[config.mk]
export PLATFORM = sky130hd
export DESIGN_NAME = diff_rx_monitor
export DESIGN_NICKNAME = d
export VERILOG_FILES = /design/src/rtl/diff_rx_monitor.sv
export SDC_FILE = /design/constraint.sdc
export NUM_CORES = 1
export LEC_CHECK = 0
export ABC_AREA = 1
export CAP_MARGIN = 5
export CORE_MARGIN = 4
export CORE_UTILIZATION = 54
export CTS_CLUSTER_DIAMETER = 60
export DETAILED_ROUTE_END_ITERATION = 7
export PLACE_DENSITY = 0.73
export SLEW_MARGIN = 25
export SYNTH_ARGS = -nofsm -noshare
export SYNTH_HDL_FRONTEND = slang
export SYNTH_SLANG_ARGS = --single-unit
export TNS_END_PERCENT = 10
[constraint.sdc]
create_clock -name clk -period 1.75 [get_ports clk]
set_input_delay 0.175 -clock clk [delete_from_list [all_inputs] [get_ports clk]]
set_output_delay 0.175 -clock clk [all_outputs]
set_load 0.05 [all_outputs]
[src/rtl/diff_rx_monitor.sv]
// Synchronizes, debounces and edge-detects the single-ended output of a differential receiver.
// Define DIFF_RX_MONITOR_COUNT_EN to add the saturating rise counter (cnt_clr / toggle_cnt).
module diff_rx_monitor #(
   parameter int SYNC_STAGES     = 2,
   parameter int DEBOUNCE_CYCLES = 1000,
   parameter int STRETCH_CYCLES  = 50000,
   parameter int CNT_W           = 16
) (
   input  logic             clk,
   input  logic             rst_n,
   input  logic             diff_in,
   input  logic             enable,
`ifdef DIFF_RX_MONITOR_COUNT_EN
   input  logic             cnt_clr,
   output logic [CNT_W-1:0] toggle_cnt,
`endif
   output logic             level,
   output logic             rise,
   output logic             fall,
   output logic             led
);

   // state    | meaning
   // DISABLED | monitor idle, level held, no pulses
   // SEED     | one cycle: adopt the synchronized input as level, no pulse
   // STABLE   | synchronized input matches level
   // QUALIFY  | input differs from level, counting consecutive mismatches

   typedef enum logic [1:0] {
      ST_DISABLED = 2'd0,
      ST_SEED     = 2'd1,
      ST_STABLE   = 2'd2,
      ST_QUALIFY  = 2'd3
   } state_t;

   localparam int DEB_W = $clog2(DEBOUNCE_CYCLES + 1);
   localparam int STR_W = $clog2(STRETCH_CYCLES + 1);
   localparam logic [DEB_W-1:0] DEB_LAST = DEB_W'(DEBOUNCE_CYCLES - 1);
   localparam logic [DEB_W-1:0] DEB_ONE  = DEB_W'(1);
   localparam logic [STR_W-1:0] STR_LOAD = STR_W'(STRETCH_CYCLES);
   localparam logic [STR_W-1:0] STR_ONE  = STR_W'(1);

   state_t                 state;
   logic [SYNC_STAGES-1:0] sync_q;
   logic                   s;
   logic [DEB_W-1:0]       deb_cnt;
   logic [STR_W-1:0]       str_cnt;
   logic                   accept;

   always_ff @(posedge clk) begin
      if (!rst_n) begin
         sync_q <= '0;
      end else begin
         sync_q <= {sync_q[SYNC_STAGES-2:0], diff_in};
      end
   end

   assign s = sync_q[SYNC_STAGES-1];

   // A new level is accepted on the edge that sees the final mismatching cycle.
   always_comb begin
      accept = 1'b0;
      if (enable && (s != level)) begin
         if (state == ST_STABLE) begin
            accept = (DEBOUNCE_CYCLES == 1);
         end else if (state == ST_QUALIFY) begin
            accept = (deb_cnt == DEB_LAST);
         end
      end
   end

   always_ff @(posedge clk) begin
      if (!rst_n) begin
         state   <= ST_DISABLED;
         level   <= 1'b0;
         rise    <= 1'b0;
         fall    <= 1'b0;
         deb_cnt <= '0;
      end else begin
         rise <= 1'b0;
         fall <= 1'b0;
         if (!enable) begin
            state   <= ST_DISABLED;
            deb_cnt <= '0;
         end else if (accept) begin
            level   <= s;
            rise    <= s;
            fall    <= ~s;
            deb_cnt <= '0;
            state   <= ST_STABLE;
         end else begin
            case (state)
               ST_DISABLED: begin
                  deb_cnt <= '0;
                  state   <= ST_SEED;
               end
               ST_SEED: begin
                  level <= s;
                  state <= ST_STABLE;
               end
               ST_STABLE: begin
                  if (s != level) begin
                     deb_cnt <= DEB_ONE;
                     state   <= ST_QUALIFY;
                  end
               end
               ST_QUALIFY: begin
                  if (s == level) begin
                     deb_cnt <= '0;
                     state   <= ST_STABLE;
                  end else begin
                     deb_cnt <= deb_cnt + DEB_ONE;
                  end
               end
               default: begin
                  deb_cnt <= '0;
                  state   <= ST_DISABLED;
               end
            endcase
         end
      end
   end

   // Reload on every accepted edge so back-to-back activity retriggers rather than accumulates.
   always_ff @(posedge clk) begin
      if (!rst_n) begin
         str_cnt <= '0;
      end else if (accept) begin
         str_cnt <= STR_LOAD;
      end else if (str_cnt != '0) begin
         str_cnt <= str_cnt - STR_ONE;
      end
   end

   assign led = (str_cnt != '0);

`ifdef DIFF_RX_MONITOR_COUNT_EN
   localparam logic [CNT_W-1:0] CNT_MAX = '1;
   localparam logic [CNT_W-1:0] CNT_ONE = CNT_W'(1);

   always_ff @(posedge clk) begin
      if (!rst_n) begin
         toggle_cnt <= '0;
      end else if (cnt_clr) begin
         toggle_cnt <= rise ? CNT_ONE : '0;
      end else if (rise && (toggle_cnt != CNT_MAX)) begin
         toggle_cnt <= toggle_cnt + CNT_ONE;
      end
   end
`endif

endmodule
# Word-level counts from Yosys, hierarchy flattened
# Index checks and enable logic that the tools add are counted.
# totals
output_inout_bits	4
reg_bits	33
elab_cells	52
input_bits	4
# classes
n_mux	14
n_addsub	2
n_reduce_logical	14
n_eq_ne	10
bitwise	3
# op_table
operator	count
2-to-1 mux 16 bit	2
one-hot mux 10 bit (3 select lines)	1
2-to-1 mux 10 bit	2
nonzero test 16 bit	1
subtractor 16 x 1 -> 16 bit (second input constant)	1
adder 10 x 1 -> 10 bit (second input constant)	1
== test 10 bit (second input constant)	1
AND reduction 2 bit	5
one-hot mux 2 bit (4 select lines)	1
2-to-1 mux 2 bit	3
inequality test 3 x 2 -> 1 bit (second input constant)	2
2-to-1 mux 1 bit	5
== test 2 bit (second input constant)	2
inequality test 2 x 1 -> 1 bit (second input constant)	2
nonzero test 2 bit	2
inverter 1 bit	3
AND reduction 3 bit	1
nonzero test 3 bit	1
OR reduction 3 bit	1
== test 2 x 1 -> 1 bit (second input constant)	1
logical NOT 2 bit	1
OR reduction 2 bit	1
== test 1 bit	1
logical AND 1 bit	1
inequality test 1 bit	1

# Longest topological paths before layout
# Gate-level depths: netlist of run 1.
# logic_depth
word_depth	6
ltp_mapped	10
depth_no_buf	10

# Least setup slack after synthesis of run 1
# No wires, ideal clock.
# synth_timing
path_type	register to register
startpoint	register str_cnt[0]
endpoint	register str_cnt[1]
slack_ns	0.083
stages_incl_launch_ff	7
path_buffers	0
setup_ns	0.117
period_less_slack_ns	1.667
arrival_ns	1.550
required_time_ns	1.633
cell_sequence	dfxtp_1 > inv_1 > ha_1 > nand2_2 > nor2_1 > nand2_1 > o211a_1
# synth_via
elab_chain_len	1
elab_cells_between_ends	2
classes_between	1 x add/sub; 1 x reduce/logical
# synth_lines
item	line	source
from (decl)	47	logic [STR_W-1:0] str_cnt;
from (signal assigned)	131	str_cnt <= str_cnt - STR_ONE;
nonzero test 16 bit	n/a	
net led	20	output logic led
# The timed path passes the listed nets, and every way through them passes these cells.
# A chain may end at the register's enable or synchronous reset.

# Final worst setup path of run 1
# layout_timing
startpoint	register str_cnt[0]
endpoint	output led
# layout_via
elab_chain_len	1
# layout_lines
item	line	source
nonzero test 16 bit	135	assign led = (str_cnt != '0);
to (decl)	20	
# No other way between the ends.

==> summary.md, run 1 <==
| Metric | Value |
|---|---|
| # nets final | 310 |
| Setup violations, final | 0 |
| Clk Latency, worst-skew pair | between 0.3 and 0.4 ns |
| Final setup TNS | 0 ns |
| Number of I/O pins | 8 |
| DRC | 0 |
| Core ar. | around 3100 um2 |
| Total track usage | between 20% and 30% |
| DR WL/cell | between 10 and 15 um |
| EDFF count, synth | 0 |
| Initial antenna violation count | 0 |
| Cells after Synth | approximately 290 |
| Largest net degree at the start of global routing | 12 |
| Sequential area share after synthesis | roughly 36% |
| Crit path cell chain | inv_1 -> ha_4 -> nand2_2 -> nor2_2 -> nand2_2 -> buf_12 |
| Post-route minimum period | 1.64 ns |
| Hold Vio Cnt, Final | 0 |
| DRT antenna net count | 0 |
| Buffer depth of the longest clock path | 2 |
| Hold_buf cts | 0 |
| Buffers on Ports | 7 |
| Clock Pin Slew Worst Setup and Hold Paths | approximately 0.11 ns |
| Setup CP Type | flop to output pin |
| Final instance area | ~2100 um2 |
| Syn_area_per_cell | 6.36 um2 |
| Starting density of the core | 58.2% |
| Fillers | 300 |
| Setup Skew | 0.00985 ns |
| Rows | 20 |
| DIE AREA | ~4400 um2 |
| Yosys synthesis warning count | 0 |
| Slowest cell on the critical path | dfxtp_1 |
| Clock buffer count from CTS | 5 |
| Global route overflow | 0 |
| Fraction of registers with async set or reset after synthesis | 0% |
| DRT iter0 DRCs | 126 |
| Max cap viols | 0 |
| Post-Route WL | roughly 3900 um |
| Worst Path Required | ~1.6 ns |
| Post-DP HPWL | 2930 um |
| CTS Sinks | 33 |
| Vias per inst | roughly 5.0 |
| Inserted Diodes | 0 |
| Via count | 1753 |
| Slew Limit Fails | 0 |
| First-pass GRT wire length | around 7000 um |
| Outcome | finished, final reports clean |
| R2R setup slack | approximately 0.27 ns |
| Main flop type after synthesis | dfxtp_1 |
| F_max | ~610 MHz |
| CP endpoint kind | output pin |
| Static leakage | ~0.98 nW |
| Tightest Pin Transition | between 0.4 and 0.5 ns |
| CP dominant cell by count | nand2_2 |
| CP Max Fanout | 6 |
| RSZ-0062 raised after global routing | no |
| Die width | ~66 um |
| Root Driver | clkbuf_4 |
| Share of layout cells above drive strength 1 | between 10% and 20% |
| Die Y | around 66 um |
| Area delta synth->final | 15.7% |
| #FFs+latches synth | 33 |
| Synthesized Nets | slightly below 300 |
| Worst VDD drop | about 0.00097 V |
| Crit start category | flop |
| Slew HR | between 60% and 70% |
| CTS HTree Levels | 2 |
| Final GP Congestion | between 0.8 and 0.9 |
| DR pass1 iterations | 4 |
| PD cells | between 1500 and 2000 nW/um2 |
| Cell variety after synth | 28 |
| Number of global-route vias before repair | between 1.5k and 2k |
| CTS tree | yes |
| Worst path arrival time | 1.47 ns |
| Largest stage delay, worst path | 0.35 ns |
| Final period utilization | about 94% |
| Hold/Removal Path Class | primary input to flop |
| Placement-stage cell area | around 2000 um2 |
| Cell Area, Synth | ~1800 um2 |
==> routing by layer <==
metal | vias to the layer above | wire length, um | global-route usage (%)
met5 | - | 0 | 0
met4 | 0 | 17 | 6.09
met3 | 2 | 136 | 4.76
met2 | 29 | 1680 | 32.8
met1 | 784 | 2030 | 28.3
li1 | 938 | - | -
==> power by group <==
part	internal, mW	total, mW	switching (mW)
clock	0.442	0.713	0.270
combinational	0.609	1.52	0.913
sequential	0.897	1.04	0.140
==> critical path, delay by kind of cell, from the launching register on <==
family	cells	cell delay [ns]
fa+ha+maj	1	0.17
buf+inv	2	0.28
flops	1	0.35
simple gates	3	0.35
==> final timing paths <==
path	startpoint	endpoint	depth (start not counted)
max	str_cnt[0]	led	6
min	diff_in	sync_q[0]	3
max reg2reg	str_cnt[0]	str_cnt[0]	8
min reg2reg	sync_q[0]	sync_q[1]	2
==> placed cells by master (no fill, tap or decap), types with 2 or more instances in the layout <==
cell type / Yosys / routed
dfxtp_1: 33 / 33
nand3_1: 22 / 22
nor2_1: 49 / 47
nor2_4: 2 / 2
nor3_1: 2 / 2
o21ai_0: 2 / 2
a21oi_1: 21 / 21
nand2_1: 88 / 86
bufinv_16: 0 / 2
nand3b_1: 2 / 2
nand2_2: 3 / 5
xor2_1: 3 / 3
nor2_2: 2 / 4
o21bai_1: 2 / 2
clkbuf_4: 0 / 5
nand4_1: 5 / 5
clkdlybuf4s50_1: 0 / 5
buf_4: 1 / 6
inv_1: 36 / 36
==> state kept, by name, indices dropped and copies added, names as in the netlist <==
signal	count
rise	1
deb_cnt	10
state	2
level	1
str_cnt	16
fall	1
sync_q	2
==> cell families after synthesis <==
group                      after synthesis  share of synthesized area (%)
and+or+nand+nor                        179                           42.2
AOI/OAI and AO/OA                       29                           9.49
buffers and inverters                   39                           8.67
DFF                                     33                           36.3
xor gates and xnor gates                 4                           1.93
adders and majority gates                2                           1.38
==> metrics by stage <==
step	hold slack, ns	total power [mW]	instances	util [%]	setup WS (ns)
2_1_floorplan	0.268	2.14	286	-	0.0825
3_3_place_gp	0.409	2.42	338	62.6	0.209
3_5_place_dp	0.410	2.44	338	62.6	0.141
4_1_cts	0.354	3.17	346	66.0	0.000706
5_1_grt	0.408	3.58	349	67.3	0.0204
6_report	0.358	3.27	349	67.3	0.105
==> cell usage after synthesis (all sizes together) (2+ instances only) <==
master | count | area, um2
a21oi | 21 | 105
buf | 2 | 18.8
dfxtp | 33 | 661
ha | 2 | 25.0
inv | 37 | 139
nand2 | 92 | 360
nand3 | 23 | 120
nand3b | 2 | 15.0
nand4 | 5 | 31.3
nor2 | 53 | 219
nor3 | 2 | 10.0
o21ai | 4 | 35.0
o21bai | 2 | 15.0
xor2 | 3 | 26.3
==> timing repair <==
action	CTS	global route
pin swaps	0	1
hold endpoints to repair	0	0
gates resized for setup	3	4
setup buffers	0	3
endpoints found under the setup margin	2	2
==> cell type report <==
type / instances / area (um2) / area share, %
Clock buffer: 5 / 37.5 / 1.78
Clock inverter: 3 / 65.1 / 3.09
Inverter: 37 / 139 / 6.60
Multi-Input combinational cell: 214 / 1020 / 48.6
Sequential cell: 33 / 661 / 31.4
Tap cell: 44 / 55.1 / 2.62
Timing Repair Buffer: 13 / 124 / 5.89
Power figures use the tool's default switching activity.
==> run 2, diff against run 1 <==
--- a/config.mk
+++ b/config.mk
@@ -6,7 +6,7 @@
 export NUM_CORES = 1
 export LEC_CHECK = 0
 export ABC_AREA = 1
-export CAP_MARGIN = 5
+export CAP_MARGIN = 20
 export CORE_MARGIN = 4
 export CORE_UTILIZATION = 54
 export CTS_CLUSTER_DIAMETER = 60
==> results of run 2 <==
Same layout as run 1: the final DEF is identical, and so are final timing and power.
